==> src/rtl/booth_wallace_mul_pipe_if.sv <==
`default_nettype none
// ============================================================================
// Module   : booth_wallace_mul_pipe_if
// Purpose  : Operand/result handshake bundle for the pipelined multiplier.
// Revision : 1.0 - initial release
// ============================================================================
interface booth_wallace_mul_pipe_if #(
   parameter int XLEN  = 32,
   parameter int TAG_W = 4
);
   logic                in_valid;
   logic                in_ready;
   logic [XLEN-1:0]     src1;
   logic [XLEN-1:0]     src2;
   logic                in_signed;
   logic [TAG_W-1:0]    in_tag;
   logic                out_valid;
   logic                out_ready;
   logic [2*XLEN-1:0]   result;
   logic [TAG_W-1:0]    out_tag;

   modport master (
      output in_valid, src1, src2, in_signed, in_tag, out_ready,
      input  in_ready, out_valid, result, out_tag
   );

   modport slave (
      input  in_valid, src1, src2, in_signed, in_tag, out_ready,
      output in_ready, out_valid, result, out_tag
   );
endinterface
`default_nettype wire

==> src/rtl/booth_wallace_mul_pipe.sv <==
`default_nettype none
// ============================================================================
// Module   : booth_wallace_mul_pipe
// Purpose  : 3-stage radix-4 Booth / Wallace multiplier, valid/ready flow
//            control, signed/unsigned per op. MUL_FLUSH_EN adds a flush port.
// Revision : 1.0 - initial release
// ============================================================================
module booth_wallace_mul_pipe #(
   parameter int XLEN  = 32,
   parameter int TAG_W = 4
) (
   input  logic clk,
   input  logic resetn,
   booth_wallace_mul_pipe_if.slave bus
`ifdef MUL_FLUSH_EN
   ,
   input  logic flush
`endif
);
   localparam int EXT_W = XLEN + 2;
   localparam int NPP   = EXT_W / 2;
   localparam int PW    = 2 * XLEN + 4;
   localparam int ROWS  = NPP + 1;

   function automatic int rows_at(input int lvl);
      int n;
      n = ROWS;
      for (int i = 0; i < lvl; i++) n = (n / 3) * 2 + (n % 3);
      return n;
   endfunction

   function automatic int csa_levels();
      int n;
      int l;
      n = ROWS;
      l = 0;
      while (n > 2) begin
         n = (n / 3) * 2 + (n % 3);
         l = l + 1;
      end
      return l;
   endfunction

   localparam int LEVELS = csa_levels();

   logic                r_run;
   logic                r_s1_valid;
   logic                r_s2_valid;
   logic                r_s3_valid;
   logic [XLEN-1:0]     r_s1_a;
   logic [XLEN-1:0]     r_s1_b;
   logic                r_s1_sgn;
   logic [TAG_W-1:0]    r_s1_tag;
   logic [PW-1:0]       r_s2_sum;
   logic [PW-1:0]       r_s2_carry;
   logic                r_s2_cin;
   logic [TAG_W-1:0]    r_s2_tag;
   logic [2*XLEN-1:0]   r_s3_result;
   logic [TAG_W-1:0]    r_s3_tag;

   logic                w_flush;
   logic                w_load1;
   logic                w_load2;
   logic                w_load3;
   logic                w_in_ready;
   logic                w_accept;
   logic [EXT_W-1:0]    w_a_ext;
   logic [EXT_W-1:0]    w_b_ext;
   logic [PW-1:0]       w_a_pp;
   logic [EXT_W:0]      w_b_pad;
   logic [NPP-1:0]      w_neg;
   logic [PW-1:0]       w_corr;
   logic [PW-1:0]       w_lvl [LEVELS+1][ROWS];
   logic [PW-1:0]       w_s3_full;
   logic                w_unused_hi;

`ifdef MUL_FLUSH_EN
   assign w_flush = flush;
`else
   assign w_flush = 1'b0;
`endif

   // Each stage may load when empty or when the stage below is moving on.
   assign w_load3    = !r_s3_valid || bus.out_ready;
   assign w_load2    = !r_s2_valid || w_load3;
   assign w_load1    = !r_s1_valid || w_load2;
   assign w_in_ready = r_run && w_load1 && !w_flush;
   assign w_accept   = bus.in_valid && w_in_ready;

   assign bus.in_ready  = w_in_ready;
   assign bus.out_valid = r_s3_valid;
   assign bus.result    = r_s3_result;
   assign bus.out_tag   = r_s3_tag;

   // Two extension bits keep unsigned operands positive in the signed Booth array.
   assign w_a_ext = {{2{r_s1_sgn & r_s1_a[XLEN-1]}}, r_s1_a};
   assign w_b_ext = {{2{r_s1_sgn & r_s1_b[XLEN-1]}}, r_s1_b};
   assign w_a_pp  = {{(PW-EXT_W){w_a_ext[EXT_W-1]}}, w_a_ext};
   assign w_b_pad = {w_b_ext, 1'b0};

   for (genvar j = 0; j < NPP; j++) begin : g_pp
      logic [2:0]    grp;
      logic          one;
      logic          two;
      logic          neg;
      logic [PW-1:0] mag;
      assign grp = w_b_pad[2*j+2 : 2*j];
      assign one = grp[0] ^ grp[1];
      assign two = (grp[2] & ~grp[1] & ~grp[0]) | (~grp[2] & grp[1] & grp[0]);
      assign neg = grp[2] & ~(grp[1] & grp[0]);
      assign mag = one ? w_a_pp : (two ? {w_a_pp[PW-2:0], 1'b0} : '0);
      // Negation is ones-complement here; the +1 lands in w_corr / carry-in.
      assign w_lvl[0][j] = (neg ? ~mag : mag) << (2 * j);
      assign w_neg[j]    = neg;
   end

   for (genvar k = 0; k < PW; k++) begin : g_corr
      if ((k % 2 == 0) && (k > 0) && (k / 2 < NPP)) begin : g_bit
         assign w_corr[k] = w_neg[k/2];
      end else begin : g_zero
         assign w_corr[k] = 1'b0;
      end
   end
   assign w_lvl[0][NPP] = w_corr;

   for (genvar l = 0; l < LEVELS; l++) begin : g_lvl
      localparam int N_IN  = rows_at(l);
      localparam int N_GRP = N_IN / 3;
      localparam int N_OUT = rows_at(l + 1);
      for (genvar g = 0; g < N_GRP; g++) begin : g_csa
         logic [PW-1:0] x;
         logic [PW-1:0] y;
         logic [PW-1:0] z;
         assign x = w_lvl[l][3*g];
         assign y = w_lvl[l][3*g+1];
         assign z = w_lvl[l][3*g+2];
         assign w_lvl[l+1][2*g]   = x ^ y ^ z;
         assign w_lvl[l+1][2*g+1] = ((x & y) | (x & z) | (y & z)) << 1;
      end
      for (genvar r = 3 * N_GRP; r < N_IN; r++) begin : g_pass
         assign w_lvl[l+1][2*N_GRP + r - 3*N_GRP] = w_lvl[l][r];
      end
      for (genvar r = N_OUT; r < ROWS; r++) begin : g_fill
         assign w_lvl[l+1][r] = '0;
      end
   end

   assign w_s3_full   = r_s2_sum + r_s2_carry + {{(PW-1){1'b0}}, r_s2_cin};
   assign w_unused_hi = ^w_s3_full[PW-1:2*XLEN];

   always_ff @(posedge clk or negedge resetn) begin
      if (!resetn) begin
         r_run      <= 1'b0;
         r_s1_valid <= 1'b0;
         r_s2_valid <= 1'b0;
         r_s3_valid <= 1'b0;
      end else begin
         r_run <= 1'b1;
         if (w_flush) begin
            r_s1_valid <= 1'b0;
            r_s2_valid <= 1'b0;
            r_s3_valid <= 1'b0;
         end else begin
            if (w_load1) r_s1_valid <= w_accept;
            if (w_load2) r_s2_valid <= r_s1_valid;
            if (w_load3) r_s3_valid <= r_s2_valid;
         end
      end
   end

   always_ff @(posedge clk) begin
      if (w_accept) begin
         r_s1_a   <= bus.src1;
         r_s1_b   <= bus.src2;
         r_s1_sgn <= bus.in_signed;
         r_s1_tag <= bus.in_tag;
      end
      if (w_load2 && r_s1_valid) begin
         r_s2_sum   <= w_lvl[LEVELS][0];
         r_s2_carry <= w_lvl[LEVELS][1];
         r_s2_cin   <= w_neg[0];
         r_s2_tag   <= r_s1_tag;
      end
      if (w_load3 && r_s2_valid) begin
         r_s3_result <= w_s3_full[2*XLEN-1:0];
         r_s3_tag    <= r_s2_tag;
      end
   end
endmodule
`default_nettype wire

==> src/flat_wrapper.sv <==
// flat-port wrapper written by rule: the top's interface ports become plain ports
module booth_wallace_mul_pipe_flat 
#(
   parameter int XLEN  = 32,
   parameter int TAG_W = 4
)
  (clk, resetn, bus_in_valid, bus_src1, bus_src2, bus_in_signed, bus_in_tag, bus_out_ready, bus_in_ready, bus_out_valid, bus_result, bus_out_tag);
  booth_wallace_mul_pipe_if #(.XLEN(XLEN), .TAG_W(TAG_W)) bus_i ();
  input  logic clk;
  input  logic resetn;
  input wire logic [$bits(bus_i.in_valid)-1:0] bus_in_valid;
  input wire logic [$bits(bus_i.src1)-1:0] bus_src1;
  input wire logic [$bits(bus_i.src2)-1:0] bus_src2;
  input wire logic [$bits(bus_i.in_signed)-1:0] bus_in_signed;
  input wire logic [$bits(bus_i.in_tag)-1:0] bus_in_tag;
  input wire logic [$bits(bus_i.out_ready)-1:0] bus_out_ready;
  output wire logic [$bits(bus_i.in_ready)-1:0] bus_in_ready;
  output wire logic [$bits(bus_i.out_valid)-1:0] bus_out_valid;
  output wire logic [$bits(bus_i.result)-1:0] bus_result;
  output wire logic [$bits(bus_i.out_tag)-1:0] bus_out_tag;
  assign bus_i.in_valid = bus_in_valid;
  assign bus_i.src1 = bus_src1;
  assign bus_i.src2 = bus_src2;
  assign bus_i.in_signed = bus_in_signed;
  assign bus_i.in_tag = bus_in_tag;
  assign bus_i.out_ready = bus_out_ready;
  assign bus_in_ready = bus_i.in_ready;
  assign bus_out_valid = bus_i.out_valid;
  assign bus_result = bus_i.result;
  assign bus_out_tag = bus_i.out_tag;
  booth_wallace_mul_pipe #(.XLEN(XLEN), .TAG_W(TAG_W)) u_core (.clk(clk), .resetn(resetn), .bus(bus_i));
endmodule
==> config.mk <==
export PLATFORM = sky130hd
export DESIGN_NAME = booth_wallace_mul_pipe_flat
export DESIGN_NICKNAME = d
export VERILOG_FILES = /design/src/rtl/booth_wallace_mul_pipe_if.sv /design/src/rtl/booth_wallace_mul_pipe.sv /design/src/flat_wrapper.sv
export SDC_FILE = /design/constraint.sdc
export NUM_CORES = 2
export LEC_CHECK = 0
export BUFFER_PORTS_ARGS = -buffer_cell sky130_fd_sc_hd__buf_2
export CORE_UTILIZATION = 65
export CTS_BUF_LIST = sky130_fd_sc_hd__clkbuf_4
export DETAILED_ROUTE_END_ITERATION = 12
export HOLD_SLACK_MARGIN = 0.15
export PLACE_DENSITY = 0.87
export RECOVER_POWER = 25
export SETUP_SLACK_MARGIN = 0.5
export SLEW_MARGIN = 20
export SYNTH_ARGS = -nofsm -noshare
export SYNTH_HDL_FRONTEND = slang
export SYNTH_SLANG_ARGS = --single-unit
==> constraint.sdc <==
create_clock -name clk -period 9 [get_ports clk]
set_clock_uncertainty 0.2 [all_clocks]
set_input_delay 0.9 -clock clk [delete_from_list [all_inputs] [get_ports clk]]
set_output_delay 0.9 -clock clk [all_outputs]
set_load 0.01 [all_outputs]
==> metrics.txt <==
instance area at placement 0.04228 sq mm; Post-Place Cells roughly 4900; minimum clock period 6.980 ns; largest net degree at the start of global routing 73; Initial DRC Count 3116; met1 usage 45.09%; Peak Freq 0.1433 GHz; setup_tns 0 ns; Synth warnings 0; number of synthesized flops with an enable pin 264; met3 usage 10.79%; Fin. Hold Viols 0; clock buffer depth 3; H-tree depth 3; core box area 0.06205 sq mm; Pwr Total 19.71 mW; P_sw 9.526 mW; Vias/cell 5.990; cells after synthesis ~4200; Initial Util between 60 and 70%; drt total wl about 110000 um; critical path required time approximately 9.4 ns; failing checks capacitance limit, slew limit; Internal 10.19 mW; Synth Register Bits 268; syn avg cell area 9.779 sq um; Bufs and invs on worst path 3; DR WL/cell 21.52 um; clk sinks 268; grt peak-use layer met2; CTS tree built; Critical-path top delay cell ha_2; worst-path fanout max 54; Clk network pwr share around 5.7%; I/O pin count 143; pin slew with the least headroom to its limit 4.449 ns; most common cell after layout, fill and taps aside inv_1; setup bufs post-CTS 0; area leader, netlist fa_1; Comb pwr share 76.9%; GRT Util Overall 35.66%; commonest non-fill, non-tap cells in the layout 573 x inv_1, 530 x fa_1, 520 x nor2_1; worst setup path class reg2reg; Post-route DRC 0; met2 Use GR 55.27%; final net count between 5000 and 6000; cts bufs inserted 77; fin crit share 77.56%; die height 253.2 um; drt first pass iters 5; Yosys top cell area share 25.86%; total grt overflow 0; worst hold slack 0.2085 ns; leakage dissipation about 20 nW; CP max stage delay 0.70 ns; PwrDens 448.7 mW/mm^2; Finished Layout Cells around 5000; CP startpoint kind register; final non-filler cell area about 0.044 sq mm; Top FF cell, synth edfxtp_1; initial antenna violation count 2; root buf cell clkbuf_4; outcome complete, but fails checks; number of cell rows slightly above 90; critical path endpoint category register; Clock transition at path regs 0.07 ns; crit path DAT about 7.4 ns; FILL cells ~4300; count of cell types in the netlist 86; worst skew pair latency 0.94 ns; worst path cell trace buf_4 > ha_2 > a221oi_4 > buf_4 > or2_1 > nor2b_1 > o21ai_1 > nand2_1 > a21oi_1 > nor3_1 > fa_1 > fa_1 > inv_1 > fa_1 > fa_1 > xor2_1 > xnor2_1 > xnor2_1 > xnor2_1 > xnor2_1; placer congestion estimate slightly below 1; first-pass GRT wire length approximately 180000 um; Detailed Place HPWL just under 80000 um; Final setup viols 0; area delta synth->final 7.103%; Area contributors post-synth fa_1 26%, edfxtp_1 19%, mux2i_1 12%; FFs w/ async S/R, synth roughly 1.5%; sequential area share after synthesis 19.57%; Mapped Area 0.04102 sq mm; RSZ-0062 raised after global routing no; maxcap violations 2; via count 30755; DRT antenna net count 0; Seq pwr share 17.3%; Buffers on Ports between 100 and 150; Hold Crit Class reg2reg; die footprint 0.06412 sq mm; Max Slew Vio Count 98; Synth Net Count between 4000 and 5000; share of cells above drive strength 1 under 10%; CP top delay family adder cells; vias in the first global route 32026; die width ~250 um; Sw Share between 40% and 50%; relative slew slack -196.6%; VDD IR-drop max 0.3058 mV
## power groups by stage
stage / Combinational, mW / Clock [mW] / Sequential, mW
after detailed placement: 15.0 / 0 / 3.44
final: 15.2 / 1.13 / 3.42
after global placement: 13.8 / 0 / 3.42
after floorplan: 10.5 / 0 / 3.48
after global routing: 17.4 / 1.23 / 3.46
after CTS: 15.1 / 1.16 / 3.41
## final cells by class
class	count	area (sq um)	share of cell area [%]
antenna	2	5.005	0.01139
sequential	268	8028	18.27
tap	837	1047	2.384
multi-input combinational	3021	29740	67.70
clock inverter	27	147.6	0.3360
timing repair buffer	291	1987	4.522
inverter	583	2190	4.983
clock buffer	105	788.3	1.794
## per-layer routing
layer | vias up | share of wire (%)
met3 | 427 | 12
met1 | 14906 | 38
met2 | 1908 | 45
met5 | - | 0
met4 | 0 | 5.3
li1 | 13514 | -
## synthesized netlist by cell type (10+ instances only)
cell      count
and3b_1      12
maj3_1       15
nand2b_1     24
inv_2        10
mux2i_1     483
nor2b_1      10
inv_1       573
fa_1        530
a21oi_1      86
clkbuf_1    238
edfxtp_1    264
a31oi_1      11
ha_1        190
a21o_1       24
nor3b_1      12
nand2_1      99
and3_1       14
o21ai_0      50
and2_1       42
nand3_1      33
xor2_1      202
a211oi_1     23
nand4_1      12
nor2_1      520
o21bai_1     13
nor3_1       23
a22o_1       19
xnor2_1     432
buf_1        77
## cells by family (layout without fill, tap and decap cells)
family	count (synthesis)	count (layout)	synth area share [%]
compound gates	324	324	5.456
xor+xnor	637	637	13.65
fa+ha+maj	736	736	32.05
buf+inv	906	1006	8.351
flops	268	268	19.57
mux	484	484	11.82
other cells	1	3	0.009141
simple gates	839	839	9.089
## worst paths after layout
check,from,endpoint,slack (ns),cells after the start
max,u_core.r_s1_b[1]$_DFFE_PP_,u_core.r_s2_sum[63]$_DFFE_PP_,2.02,20
min,u_core.r_s1_tag[2]$_DFFE_PP_,u_core.r_s2_tag[2]$_DFFE_PP_,0.21,0
max reg2reg,u_core.r_s1_b[1]$_DFFE_PP_,u_core.r_s2_sum[63]$_DFFE_PP_,2.02,20
min reg2reg,u_core.r_s1_tag[2]$_DFFE_PP_,u_core.r_s2_tag[2]$_DFFE_PP_,0.21,0
max in group asynchronous,resetn,u_core.r_s2_valid$_DFFE_PN0P_,7.71,3
min in group asynchronous,resetn,u_core.bus.out_valid$_DFFE_PN0P_,0.70,3
## worst register-to-register path: stages (launching register included)
cell	delay, ns
edfxtp_1	0.32
buf_4	0.47
ha_2	0.71
a221oi_4	0.32
buf_4	0.40
or2_1	0.21
nor2b_1	0.15
o21ai_1	0.07
nand2_1	0.09
a21oi_1	0.07
nor3_1	0.31
fa_1	0.58
fa_1	0.58
inv_1	0.49
fa_1	0.57
fa_1	0.40
xor2_1	0.22
xnor2_1	0.17
xnor2_1	0.16
xnor2_1	0.16
xnor2_1	0.10
## repair_timing
item,in CTS,in global routing
hold buffers,72,0
gates resized for setup,0,0
endpoints found under the hold margin,74,0
## per-stage QoR
step           utilization [%]  worst slack, ns
6_report                 70.81            2.020
5_1_grt                  70.81            1.659
4_1_cts                  70.80            2.038
3_5_place_dp             68.13            2.085
3_3_place_gp             68.13            2.256
2_1_floorplan                -            1.468
## state kept, by name, summed over array words and instances, names as in the netlist, 4 cells and up
register            flops
u_core.bus.out_tag      4
u_core.bus.result      64
u_core.r_s1_a          32
u_core.r_s1_b          32
u_core.r_s1_tag         4
u_core.r_s2_carry      58
u_core.r_s2_sum        64
u_core.r_s2_tag         4
No activity file was read; power rests on OpenSTA's default activity.
